File: config.mk
export PLATFORM = sky130hd
export DESIGN_NAME = vc_dest_arbiter
export DESIGN_NICKNAME = d
export VERILOG_FILES = /design/src/rtl/trans_pkg.sv /design/src/rtl/vc_dest_arbiter.sv
export SDC_FILE = /design/constraint.sdc
export NUM_CORES = 1
export LEC_CHECK = 0
export CORE_UTILIZATION = 50
export DETAILED_ROUTE_END_ITERATION = 16
export DONT_BUFFER_PORTS = 1
export GPL_TIMING_DRIVEN = 0
export PLACE_DENSITY = 0.72
export SETUP_SLACK_MARGIN = 0.02
export SYNTH_ARGS = -nofsm -noshare
export SYNTH_HDL_FRONTEND = slang
export SYNTH_SLANG_ARGS = --single-unit
File: constraint.sdc
create_clock -name clk -period 1.4 [get_ports clk]
set_clock_uncertainty 0.2 [all_clocks]
set_input_delay 0.14 -clock clk [delete_from_list [all_inputs] [get_ports clk]]
set_output_delay 0.14 -clock clk [all_outputs]
set_load 0.005 [all_outputs]
File: src/rtl/trans_pkg.sv
// Shared transaction-layer constants: VC indices, destination encoding and
// the grant type used by the VC-to-destination arbiter.
package trans_pkg;

   localparam int DEFAULT_DATA_WIDTH = 6;

   localparam int VC0 = 0;
   localparam int VC1 = 1;

   localparam logic D0 = 1'b0;
   localparam logic D1 = 1'b1;

   typedef enum logic [1:0] {
      GRANT_NONE = 2'd0,
      GRANT_VC0  = 2'd1,
      GRANT_VC1  = 2'd2
   } grant_e;

endpackage

File: src/rtl/vc_dest_arbiter.sv
// Pops one word per cycle from VC0/VC1 (VC0 priority, bounded VC1 starvation)
// and forwards it one cycle later to the destination FIFO chosen by DEST_BIT.
module vc_dest_arbiter
   import trans_pkg::*;
#(
   parameter int DATA_WIDTH = DEFAULT_DATA_WIDTH,
   parameter int DEST_BIT   = 4,
   parameter int VC0_BURST  = 3,
   parameter int CNT_WIDTH  = 8
) (
   input  logic                  clk,
   input  logic                  reset,
   input  logic                  enable,
   input  logic                  vc0_empty,
   input  logic                  vc1_empty,
   input  logic [DATA_WIDTH-1:0] vc0_data,
   input  logic [DATA_WIDTH-1:0] vc1_data,
   input  logic                  d0_almost_full,
   input  logic                  d1_almost_full,
   output logic                  vc0_pop,
   output logic                  vc1_pop,
   output logic                  d0_push,
   output logic                  d1_push,
   output logic [DATA_WIDTH-1:0] data_out,
   output logic [CNT_WIDTH-1:0]  d0_count,
   output logic [CNT_WIDTH-1:0]  d1_count
);

   localparam int BURST_W = (VC0_BURST < 1) ? 1 : $clog2(VC0_BURST + 1);
   localparam logic [BURST_W-1:0] BURST_MAX = BURST_W'(VC0_BURST);

   logic [BURST_W-1:0]    r_burst_cnt;
   logic                  r_d0_push;
   logic                  r_d1_push;
   logic [DATA_WIDTH-1:0] r_data_out;
   logic [CNT_WIDTH-1:0]  r_d0_count;
   logic [CNT_WIDTH-1:0]  r_d1_count;

   logic [1:0]            w_elig;
   grant_e                w_grant;
   logic [DATA_WIDTH-1:0] w_sel_data;
   logic                  w_sel_dest;

   // Pause flag is looked up per head, so a blocked VC0 never stalls VC1.
   always_comb begin
      w_elig     = '0;
      w_grant    = GRANT_NONE;
      w_sel_data = vc0_data;
      w_sel_dest = D0;
      if (reset && enable) begin
         w_elig[VC0] = ~vc0_empty &
                       ~((vc0_data[DEST_BIT] == D1) ? d1_almost_full : d0_almost_full);
         w_elig[VC1] = ~vc1_empty &
                       ~((vc1_data[DEST_BIT] == D1) ? d1_almost_full : d0_almost_full);
      end
      if (w_elig[VC0] && w_elig[VC1]) begin
         w_grant = (r_burst_cnt == BURST_MAX) ? GRANT_VC1 : GRANT_VC0;
      end else if (w_elig[VC0]) begin
         w_grant = GRANT_VC0;
      end else if (w_elig[VC1]) begin
         w_grant = GRANT_VC1;
      end
      if (w_grant == GRANT_VC1) begin
         w_sel_data = vc1_data;
      end
      w_sel_dest = w_sel_data[DEST_BIT];
   end

   assign vc0_pop = (w_grant == GRANT_VC0);
   assign vc1_pop = (w_grant == GRANT_VC1);

   always_ff @(posedge clk) begin
      if (!reset) begin
         r_burst_cnt <= '0;
         r_d0_push   <= 1'b0;
         r_d1_push   <= 1'b0;
         r_data_out  <= '0;
         r_d0_count  <= '0;
         r_d1_count  <= '0;
      end else begin
         r_d0_push <= (w_grant != GRANT_NONE) && (w_sel_dest == D0);
         r_d1_push <= (w_grant != GRANT_NONE) && (w_sel_dest == D1);
         if (w_grant != GRANT_NONE) begin
            r_data_out <= w_sel_data;
         end
         if (r_d0_push) begin
            r_d0_count <= r_d0_count + CNT_WIDTH'(1);
         end
         if (r_d1_push) begin
            r_d1_count <= r_d1_count + CNT_WIDTH'(1);
         end
         // Burst count only tracks VC0 wins while VC1 is actually waiting.
         if (!w_elig[VC1] || (w_grant == GRANT_VC1)) begin
            r_burst_cnt <= '0;
         end else if ((w_grant == GRANT_VC0) && (r_burst_cnt != BURST_MAX)) begin
            r_burst_cnt <= r_burst_cnt + BURST_W'(1);
         end
      end
   end

   assign d0_push  = r_d0_push;
   assign d1_push  = r_d1_push;
   assign data_out = r_data_out;
   assign d0_count = r_d0_count;
   assign d1_count = r_d1_count;

endmodule

==> impl_metrics.json, run 1 <==
{
  "status": "finished with violations",
  "failed_checks": "setup timing",
  "routed_wirelength_um": 2953,
  "synth_nets": 151,
  "async_flop_share": 0,
  "cellPowerDensity_nw_per_um2": 747.3,
  "synth_top_area_share": 0.4177,
  "cts.sinks": 26,
  "grt_overflow": 0,
  "final_nets": 183,
  "fin_hold_ws_ps": 8.785,
  "numPortBuffers": 0,
  "grt_pass1_vias": 1088,
  "min-delay-path-class": "primary input to flip-flop",
  "cp-end-kind": "primary output",
  "synth_commonest_cells": "26 x dfxtp_1, 12 x inv_1, 10 x nor2_1, 7 x nand2_1",
  "drtPass1Iterations": 7,
  "dp_hpwl_um": 1865,
  "clkTransAtPathRegs_ps": 130,
  "yosysTopAreaCell": "dfxtp_1",
  "root_buffer": "clkbuf_4",
  "post-route-util": 0.7378,
  "die_h_um": 51.93,
  "yosys_warnings": 0,
  "dieArea_um2": 2696,
  "vias": 1123,
  "post-place-ws_ps": -256.1,
  "ios": 45,
  "min_period_ps": 1868,
  "synth_area_um2": 1246,
  "std_cell_rows": 17,
  "dpl_cell_area_um2": 1320,
  "synth.most_common_cell": "dfxtp_1",
  "antenna_found_initial": 0,
  "ys_types": 32,
  "h-tree-depth": 1,
  "cts_tree": "yes",
  "cap_violations": 0,
  "cp_max_fo": 5,
  "place.gp.congestion": 0.7159,
  "rsz0062_at_grt": "true",
  "die_x_um": 51.93,
  "start_util": 0.5476,
  "fin_crit_sh": 1.334,
  "relSlewSlack": 0.5623,
  "drive_gt1_frac": 0.3270,
  "synth_enable_flop_cells": 0,
  "drt_iter0_drc": 34,
  "grt_pass1_wl_um": 4519,
  "fmax_mhz": 535.4,
  "routedWlPerCell_um": 15.79,
  "viasPerCell": 6.005,
  "ant_nets": 0,
  "insertion_delay_ps": 310,
  "final_area_um2": 1679,
  "setup_ws_ps": -467.6,
  "worstPathRequired_ps": 1060,
  "worstMarginPinSlew_ps": 643.7,
  "worst_ep_arrival_time_ps": 1530,
  "final_hold_viol_count": 0,
  "leakagePower_nw": 0.6498,
  "critPathKind": "flip-flop to primary output",
  "final-setup-viol-count": 13,
  "core_area_um2": 2276,
  "cts_buffers": 3,
  "syn_area_per_cell_um2": 9.660,
  "ir_drop_mv": 0.5685,
  "synth_area_leaders": "dfxtp_1 42%, a221oi_2 7.2%, a222oi_1 4.8%",
  "drcViolationCount": 0,
  "insertedDiodeCount": 0,
  "tns_ps": -3992,
  "slew_viol_final": 0,
  "clk_path_buf_depth": 2,
  "grt_usage": 0.2298,
  "ys_ff_latch": 26,
  "netlist_instances": 129,
  "seq_area_frac_synth": 0.4177,
  "area_delta_synth_final_pct": 34.74,
  "startpoint_type": "flip-flop",
  "grt_max_degree": 14,
  "synthFlopType": "dfxtp_1"
}
[cell type report]
cell class / instances / area, um^2
Clock buffer: 3 / 22.52
Sequential cell: 26 / 549.3
Buffer: 7 / 57.56
Multi-Input combinational cell: 84 / 713.2
Tap cell: 28 / 35.03
Timing Repair Buffer: 27 / 256.5
Inverter: 12 / 45.04
Fill cell: 161 / 596.8
[critical path: stages, from the launching register on]
cell and delay, ps:
dfxtp_2 360, ha_4 160, buf_4 130, buf_6 110, o311a_4 320, buf_6 140
[flip-flops by register name, summed over array words and instances (netlist names)]
name         count
d0_count         8
d1_count         8
data_out         6
r_burst_cnt      2
d0_push          1
d1_push          1
[power by group]
part / internal (W) / switching (W) / total, W
sequential: 0.000757 / 0.0000230 / 0.000780
combinational: 0.0000900 / 0.0000773 / 0.000167
clock: 0.000101 / 0.000207 / 0.000308
total: 0.000947 / 0.000308 / 0.00125
[final timing paths]
path | start | endpoint | slack (ps) | cells after the start
worst max register to register | r_burst_cnt[0] | data_out[5] | -430 | 7
worst min register to register | r_burst_cnt[0] | r_burst_cnt[0] | 260 | 1
worst max-delay path | r_burst_cnt[0] | vc1_pop | -470 | 5
worst min-delay path | d1_almost_full | r_burst_cnt[1] | 9 | 3
[cells by family after synthesis]
| kind of cell | count (synthesis) | synth area share |
|---|---|---|
| compound gates | 28 | 0.2088 |
| fa+ha+maj | 3 | 0.03012 |
| xor+xnor | 8 | 0.05623 |
| flops | 26 | 0.4177 |
| mux | 5 | 0.04718 |
| simple gates | 40 | 0.1747 |
| buf+inv | 19 | 0.06525 |
[repair_timing]
action	CTS	global route
hold buffers	12	2
gates resized for setup	12	21
gates cloned	1	0
endpoints found under the hold margin	10	3
pin swaps	9	10
setup buffers	9	4
setup endpoints to repair	16	17
[stage by stage]
step	instances	power, W
after CTS	182	0.001254
after floorplan	129	0.0008977
after global routing	187	0.001314
after global placement	157	0.0009159
after detailed placement	157	0.0009213
final	187	0.001255
[per-layer routing]
layer  vias up  part of all wire  track usage
li1        543                 -            -
met4         0             0.019       0.1216
met2        57              0.51       0.4103
met5         -                 0            0
met1       518              0.40       0.2455
met3         5             0.073      0.05556
[placed cells by master, fill, tap and decap left out, drive strengths merged, types with 3 or more instances in the layout]
master       count
clkbuf           5
nand4            6
dlygate4sd3     14
xor2             6
nand3            4
a222oi           6
inv             12
mux2i            4
or3              5
nor2            10
a221oi           6
nand2            7
dfxtp           26
buf             18
o21ai            6
a21oi            6
ha               3
Power figures use the tool's default switching activity.
==> inputs of run 2 (changes only) <==
--- a/config.mk
+++ b/config.mk
@@ -5,6 +5,7 @@
 export SDC_FILE = /design/constraint.sdc
 export NUM_CORES = 1
 export LEC_CHECK = 0
+export CORE_MARGIN = 3
 export CORE_UTILIZATION = 50
 export DETAILED_ROUTE_END_ITERATION = 16
 export DONT_BUFFER_PORTS = 1
==> run 2 against run 1 <==
Net effect:
- fmax grew 0.72%
- critical path depth shrank 2
- critical path type unchanged
- largest cell class unchanged
- count of clock-buffer cells in the layout unchanged
- design area is 2.0% higher
- the flow finishes with violations (hold timing, setup timing)
- highest routed layer unchanged
- final cell count stayed put
==> impl_metrics.json, run 2 (synthesis gave the netlist of run 1 again) <==
{
  "status": "finished with violations",
  "failed_checks": "hold timing, setup timing",
  "dpl_cell_area_um2": 1320,
  "h-tree-depth": 1,
  "vias": 1107,
  "relSlewSlack": 0.5615,
  "cts_buffers": 3,
  "final_area_um2": 1713,
  "grt_overflow": 0,
  "final-setup-viol-count": 16,
  "ant_nets": 0,
  "area_delta_synth_final_pct": 37.45,
  "viasPerCell": 5.920,
  "grt_pass1_vias": 1074,
  "ios": 45,
  "grt_pass1_wl_um": 4740,
  "r2r-end": "data_out[3]",
  "drcViolationCount": 0,
  "cp_max_fo": 7,
  "insertedDiodeCount": 0,
  "die_x_um": 55.93,
  "dp_hpwl_um": 1916,
  "worstPathRequired_ps": 1060,
  "root_buffer": "clkbuf_4",
  "start_util": 0.5425,
  "startpoint_type": "flip-flop",
  "switching_share": 0.2404,
  "dieArea_um2": 3128,
  "routedWlPerCell_um": 16.17,
  "worst_ep_arrival_time_ps": 1510,
  "slew_viol_final": 0,
  "place.gp.congestion": 0.7449,
  "min_to": "r_burst_cnt[1]",
  "fin_hold_ws_ps": -58.06,
  "min-delay-path-class": "primary input to flip-flop",
  "cts.sinks": 26,
  "numPortBuffers": 0,
  "routed_wirelength_um": 3024,
  "std_cell_rows": 17,
  "r2r_start": "r_burst_cnt[0]",
  "power_frac_clock": 0.238,
  "mostFrequentLayoutCells": "13 x dlygate4sd3_1, 12 x inv_1, 12 x dfxtp_1",
  "final_hold_viol_count": 2,
  "antenna_found_initial": 0,
  "clkTransAtPathRegs_ps": 130,
  "p_comb_frac": 0.138,
  "cp-end-kind": "primary output",
  "final_nets": 183,
  "worstMarginPinSlew_ps": 645.0,
  "power_frac_seq": 0.623,
  "grt_usage": 0.1873,
  "worstHoldPathCells": 3,
  "leakagePower_nw": 0.6573,
  "p_int_w": 0.0009495,
  "core_area_um2": 2297,
  "drive_gt1_frac": 0.3522,
  "ff2ff_path_depth": 6,
  "rsz0062_at_grt": "true",
  "rrSetupSlack_ps": -340,
  "cts_tree": "yes",
  "ir_drop_mv": 0.5461,
  "grt_max_degree": 14,
  "min_period_ps": 1854,
  "setup_ws_ps": -454.4,
  "fmax_mhz": 539.3,
  "drt_iter0_drc": 70,
  "hp-start": "d1_almost_full",
  "insertion_delay_ps": 310,
  "final_common_cell": "dlygate4sd3_1",
  "clk_path_buf_depth": 2,
  "p_switching_w": 0.0003005,
  "cap_violations": 0,
  "die_h_um": 55.93,
  "critPathKind": "flip-flop to primary output",
  "drtPass1Iterations": 6,
  "cellPowerDensity_nw_per_um2": 729.8,
  "fin_crit_sh": 1.325,
  "post-route-util": 0.7456
}
[run 2: stage by stage]
step / setup slack [ps] / setup TNS [ps] / hold WS (ps) / total power, W / cells
after floorplan: -115.6 / -717.1 / 66.86 / 0.0008977 / 129
after global placement: -227.6 / -1862 / 75.37 / 0.0009161 / 157
after detailed placement: -239.7 / -2257 / 80.94 / 0.0009211 / 157
after CTS: -456.1 / -4089 / -244.1 / 0.001249 / 180
after global routing: -534.0 / -4735 / -59.77 / 0.001315 / 187
final: -454.4 / -3620 / -58.06 / 0.001250 / 187
[run 2: layout make-up]
cell class / instances / area [um^2]
fillers: 161 / 584.3
flip-flops and latches: 26 / 550.5
repair buffers: 27 / 259.0
well taps: 28 / 35.03
plain buffers: 7 / 57.56
clock buffers: 3 / 22.52
inverters: 12 / 45.04
multi-input cells: 84 / 743.2
[run 2: timing repair]
item / CTS / global route
setup buffers: 7 / 7
setup endpoints to repair: 16 / 19
pin swaps: 7 / 13
hold buffers: 12 / 2
hold endpoints to repair: 10 / 5
cloned: 1 / 0
resized for setup: 17 / 23
[run 2: worst max path at each step]
stage	from	end	slack, ps	cells past startpoint
after floorplan	r_burst_cnt[0]	d1_push	-120	4
after global routing	r_burst_cnt[0]	vc0_pop	-530	3
after CTS	r_burst_cnt[0]	vc0_pop	-460	3
after detailed placement	r_burst_cnt[0]	d1_push	-240	4
after global placement	r_burst_cnt[0]	d1_push	-230	4
final	r_burst_cnt[0]	vc0_pop	-450	3
[run 2: per-layer routing]
| metal | up-vias | track usage | share of wire |
|---|---|---|---|
| met3 | 7 | 0.06265 | 0.081 |
| met1 | 518 | 0.1991 | 0.38 |
| li1 | 538 | - | - |
| met5 | - | 0 | 0 |
| met2 | 44 | 0.3311 | 0.52 |
| met4 | 0 | 0.08814 | 0.022 |
[run 2: power by group through the flow]
stage | clock network [W] | logic, W | registers (W)
finish | 0.000298 | 0.000173 | 0.000779
global route | 0.000343 | 0.000189 | 0.000782
CTS | 0.000311 | 0.000156 | 0.000782
detailed placement | 0 | 0.000119 | 0.000802
global placement | 0 | 0.000115 | 0.000801
floorplan | 0 | 0.000102 | 0.000795
[run 2: worst max-delay path: stages, from the launching register on]
cell	delay (ps)
dfxtp_2	360
ha_4	150
and4b_1	220
a211oi_4	470
==> inputs of run 3 (changes only) <==
--- a/config.mk
+++ b/config.mk
@@ -5,13 +5,15 @@
 export SDC_FILE = /design/constraint.sdc
 export NUM_CORES = 1
 export LEC_CHECK = 0
+export CORE_ASPECT_RATIO = 1.1
 export CORE_MARGIN = 3
 export CORE_UTILIZATION = 50
 export DETAILED_ROUTE_END_ITERATION = 16
 export DONT_BUFFER_PORTS = 1
 export GPL_TIMING_DRIVEN = 0
+export HOLD_SLACK_MARGIN = 0.15
 export PLACE_DENSITY = 0.72
-export SETUP_SLACK_MARGIN = 0.02
+export SETUP_SLACK_MARGIN = 0.1
 export SYNTH_ARGS = -nofsm -noshare
 export SYNTH_HDL_FRONTEND = slang
 export SYNTH_SLANG_ARGS = --single-unit
==> run 3 against run 2 <==
Net effect:
- the flow still finishes with violations (hold timing, setup timing)
- fmax decreased by 4.6%
- clock power increased by 24%
- design area increased by 3.1%
- count of clock-buffer cells in the layout increased by 1
- sequential share of layout area decreased by 0.39 points
- largest cell class unchanged
- largest power group unchanged
- highest routed layer unchanged
==> impl_metrics.json, run 3 (synthesis gave the netlist of run 1 again) <==
{
  "routedWlPerCell_um": 17.03,
  "final-setup-viol-count": 14,
  "clkTransAtPathRegs_ps": 140,
  "clk_path_buf_depth": 2,
  "fin_hold_ws_ps": -247.2,
  "drtPass1Iterations": 4,
  "grt_pass1_wl_um": 5023,
  "ant_nets": 0,
  "grt_max_degree": 15,
  "worstMarginPinSlew_ps": 576.3,
  "area_delta_synth_final_pct": 41.67,
  "final_hold_viol_count": 5,
  "drcViolationCount": 0,
  "worst_ep_arrival_time_ps": 1600,
  "leakagePower_nw": 0.6809,
  "crit_buf_inv": 2,
  "numPortBuffers": 0,
  "antenna_found_initial": 1,
  "worstPathRequired_ps": 1060,
  "grt_usage": 0.2108,
  "vias": 1137,
  "dieArea_um2": 3128,
  "grt_pass1_vias": 1145,
  "crit_family": "buffers and inverters",
  "min-delay-path-class": "primary input to flip-flop",
  "mostFrequentLayoutCells": "13 x dlygate4sd3_1, 12 x inv_1, 10 x nor2_1, 10 x dfxtp_1",
  "die_h_um": 58.36,
  "grt_overflow": 0,
  "nFillCells": 158,
  "ir_drop_mv": 0.6380,
  "insertion_delay_ps": 310,
  "std_cell_rows": 18,
  "root_buffer": "clkbuf_4",
  "final_common_cell": "dlygate4sd3_1",
  "drt_iter0_drc": 47,
  "dp_hpwl_um": 1945,
  "post-route-util": 0.7611,
  "cp_max_fo": 5,
  "core_area_um2": 2320,
  "cts_tree": "yes",
  "start_util": 0.5372,
  "startpoint_type": "primary input",
  "failed_checks": "hold timing, setup timing",
  "rsz0062_at_grt": "true",
  "slew_viol_final": 0,
  "setup_ws_ps": -544.6,
  "fin_crit_sh": 1.389,
  "crit_chain": "dlygate4sd3_1 > mux2_4 > o311a_4 > buf_6",
  "min_period_ps": 1945,
  "viasPerCell": 5.984,
  "cts.sinks": 26,
  "cellPowerDensity_nw_per_um2": 745.3,
  "fmax_mhz": 514.2,
  "ios": 45,
  "place.gp.congestion": 0.7734,
  "cap_violations": 0,
  "ff2ff_path_depth": 5,
  "slowest_stage": "dlygate4sd3_1",
  "worst_path_largest_cell_delay_ps": 620,
  "h-tree-depth": 1,
  "tns_ps": -5029,
  "worstHoldPathCells": 1,
  "final_nets": 182,
  "drive_gt1_frac": 0.4151,
  "die_x_um": 53.60,
  "status": "finished with violations",
  "cp-end-kind": "primary output",
  "relSlewSlack": 0.6048,
  "cts_buffers": 3,
  "routed_wirelength_um": 3236,
  "cp_num_cells": 4,
  "critPathKind": "primary input to primary output"
}
[run 3: where the power goes]
group,switching [W],internal (W),total (W),leakage [nW]
Combinational,0.0000818,0.0000913,0.000173,0.438
Clock,0.000211,0.000159,0.000370,0.0210
Sequential,0.0000221,0.000751,0.000773,0.221
[run 3: timing repair]
item / 4_1_cts / 5_1_grt
cloned: 0 / 1
buffers inserted: 10 / 3
pin swaps: 8 / 10
hold buffers: 12 / 1
gates resized for setup: 14 / 31
setup endpoints to repair: 16 / 23
endpoints found under the hold margin: 16 / 10
[run 3: path summary, 6_finish.rpt]
| check | startpoint | slack [ps] | end |
|---|---|---|---|
| max reg2reg | r_burst_cnt[0] | -320 | d1_push |
| max | d0_almost_full | -540 | vc1_pop |
| min | vc0_data[4] | -250 | d1_push |
| min reg2reg | r_burst_cnt[0] | 260 | r_burst_cnt[0] |
[run 3: area by class of cell]
cell class                 instances  area (um^2)  share of cell area
multi-input combinational         84        775.7              0.4394
tap                               30        37.54             0.02126
buffer                             7        57.56             0.03260
sequential                        26        560.5              0.3175
timing repair buffer              26        250.2              0.1417
clock buffer                       4        36.28             0.02055
antenna                            1        2.502            0.001417
inverter                          12        45.04             0.02551
[run 3: per-layer routing]
| layer | up-vias | global-route usage | part of all wire |
|---|---|---|---|
| met1 | 546 | 0.2265 | 0.37 |
| li1 | 537 | - | - |
| met5 | - | 0 | 0 |
| met2 | 50 | 0.3975 | 0.55 |
| met3 | 4 | 0.05823 | 0.067 |
| met4 | 0 | 0.04745 | 0.013 |
[run 3: through the flow]
stage / setup WS [ps] / power [W] / std cells / hold WS, ps / instance area, um^2
final: -544.6 / 0.001316 / 190 / -247.2 / 1765
after global routing: -565.2 / 0.001371 / 190 / -257.4 / 1765
after CTS: -476.2 / 0.001319 / 185 / -251.1 / 1623
after detailed placement: -258.0 / 0.0009232 / 159 / 80.39 / 1350
after global placement: -237.7 / 0.0009186 / 159 / 77.32 / 1350
after floorplan: -115.6 / 0.0008997 / 129 / 66.86 / 1313
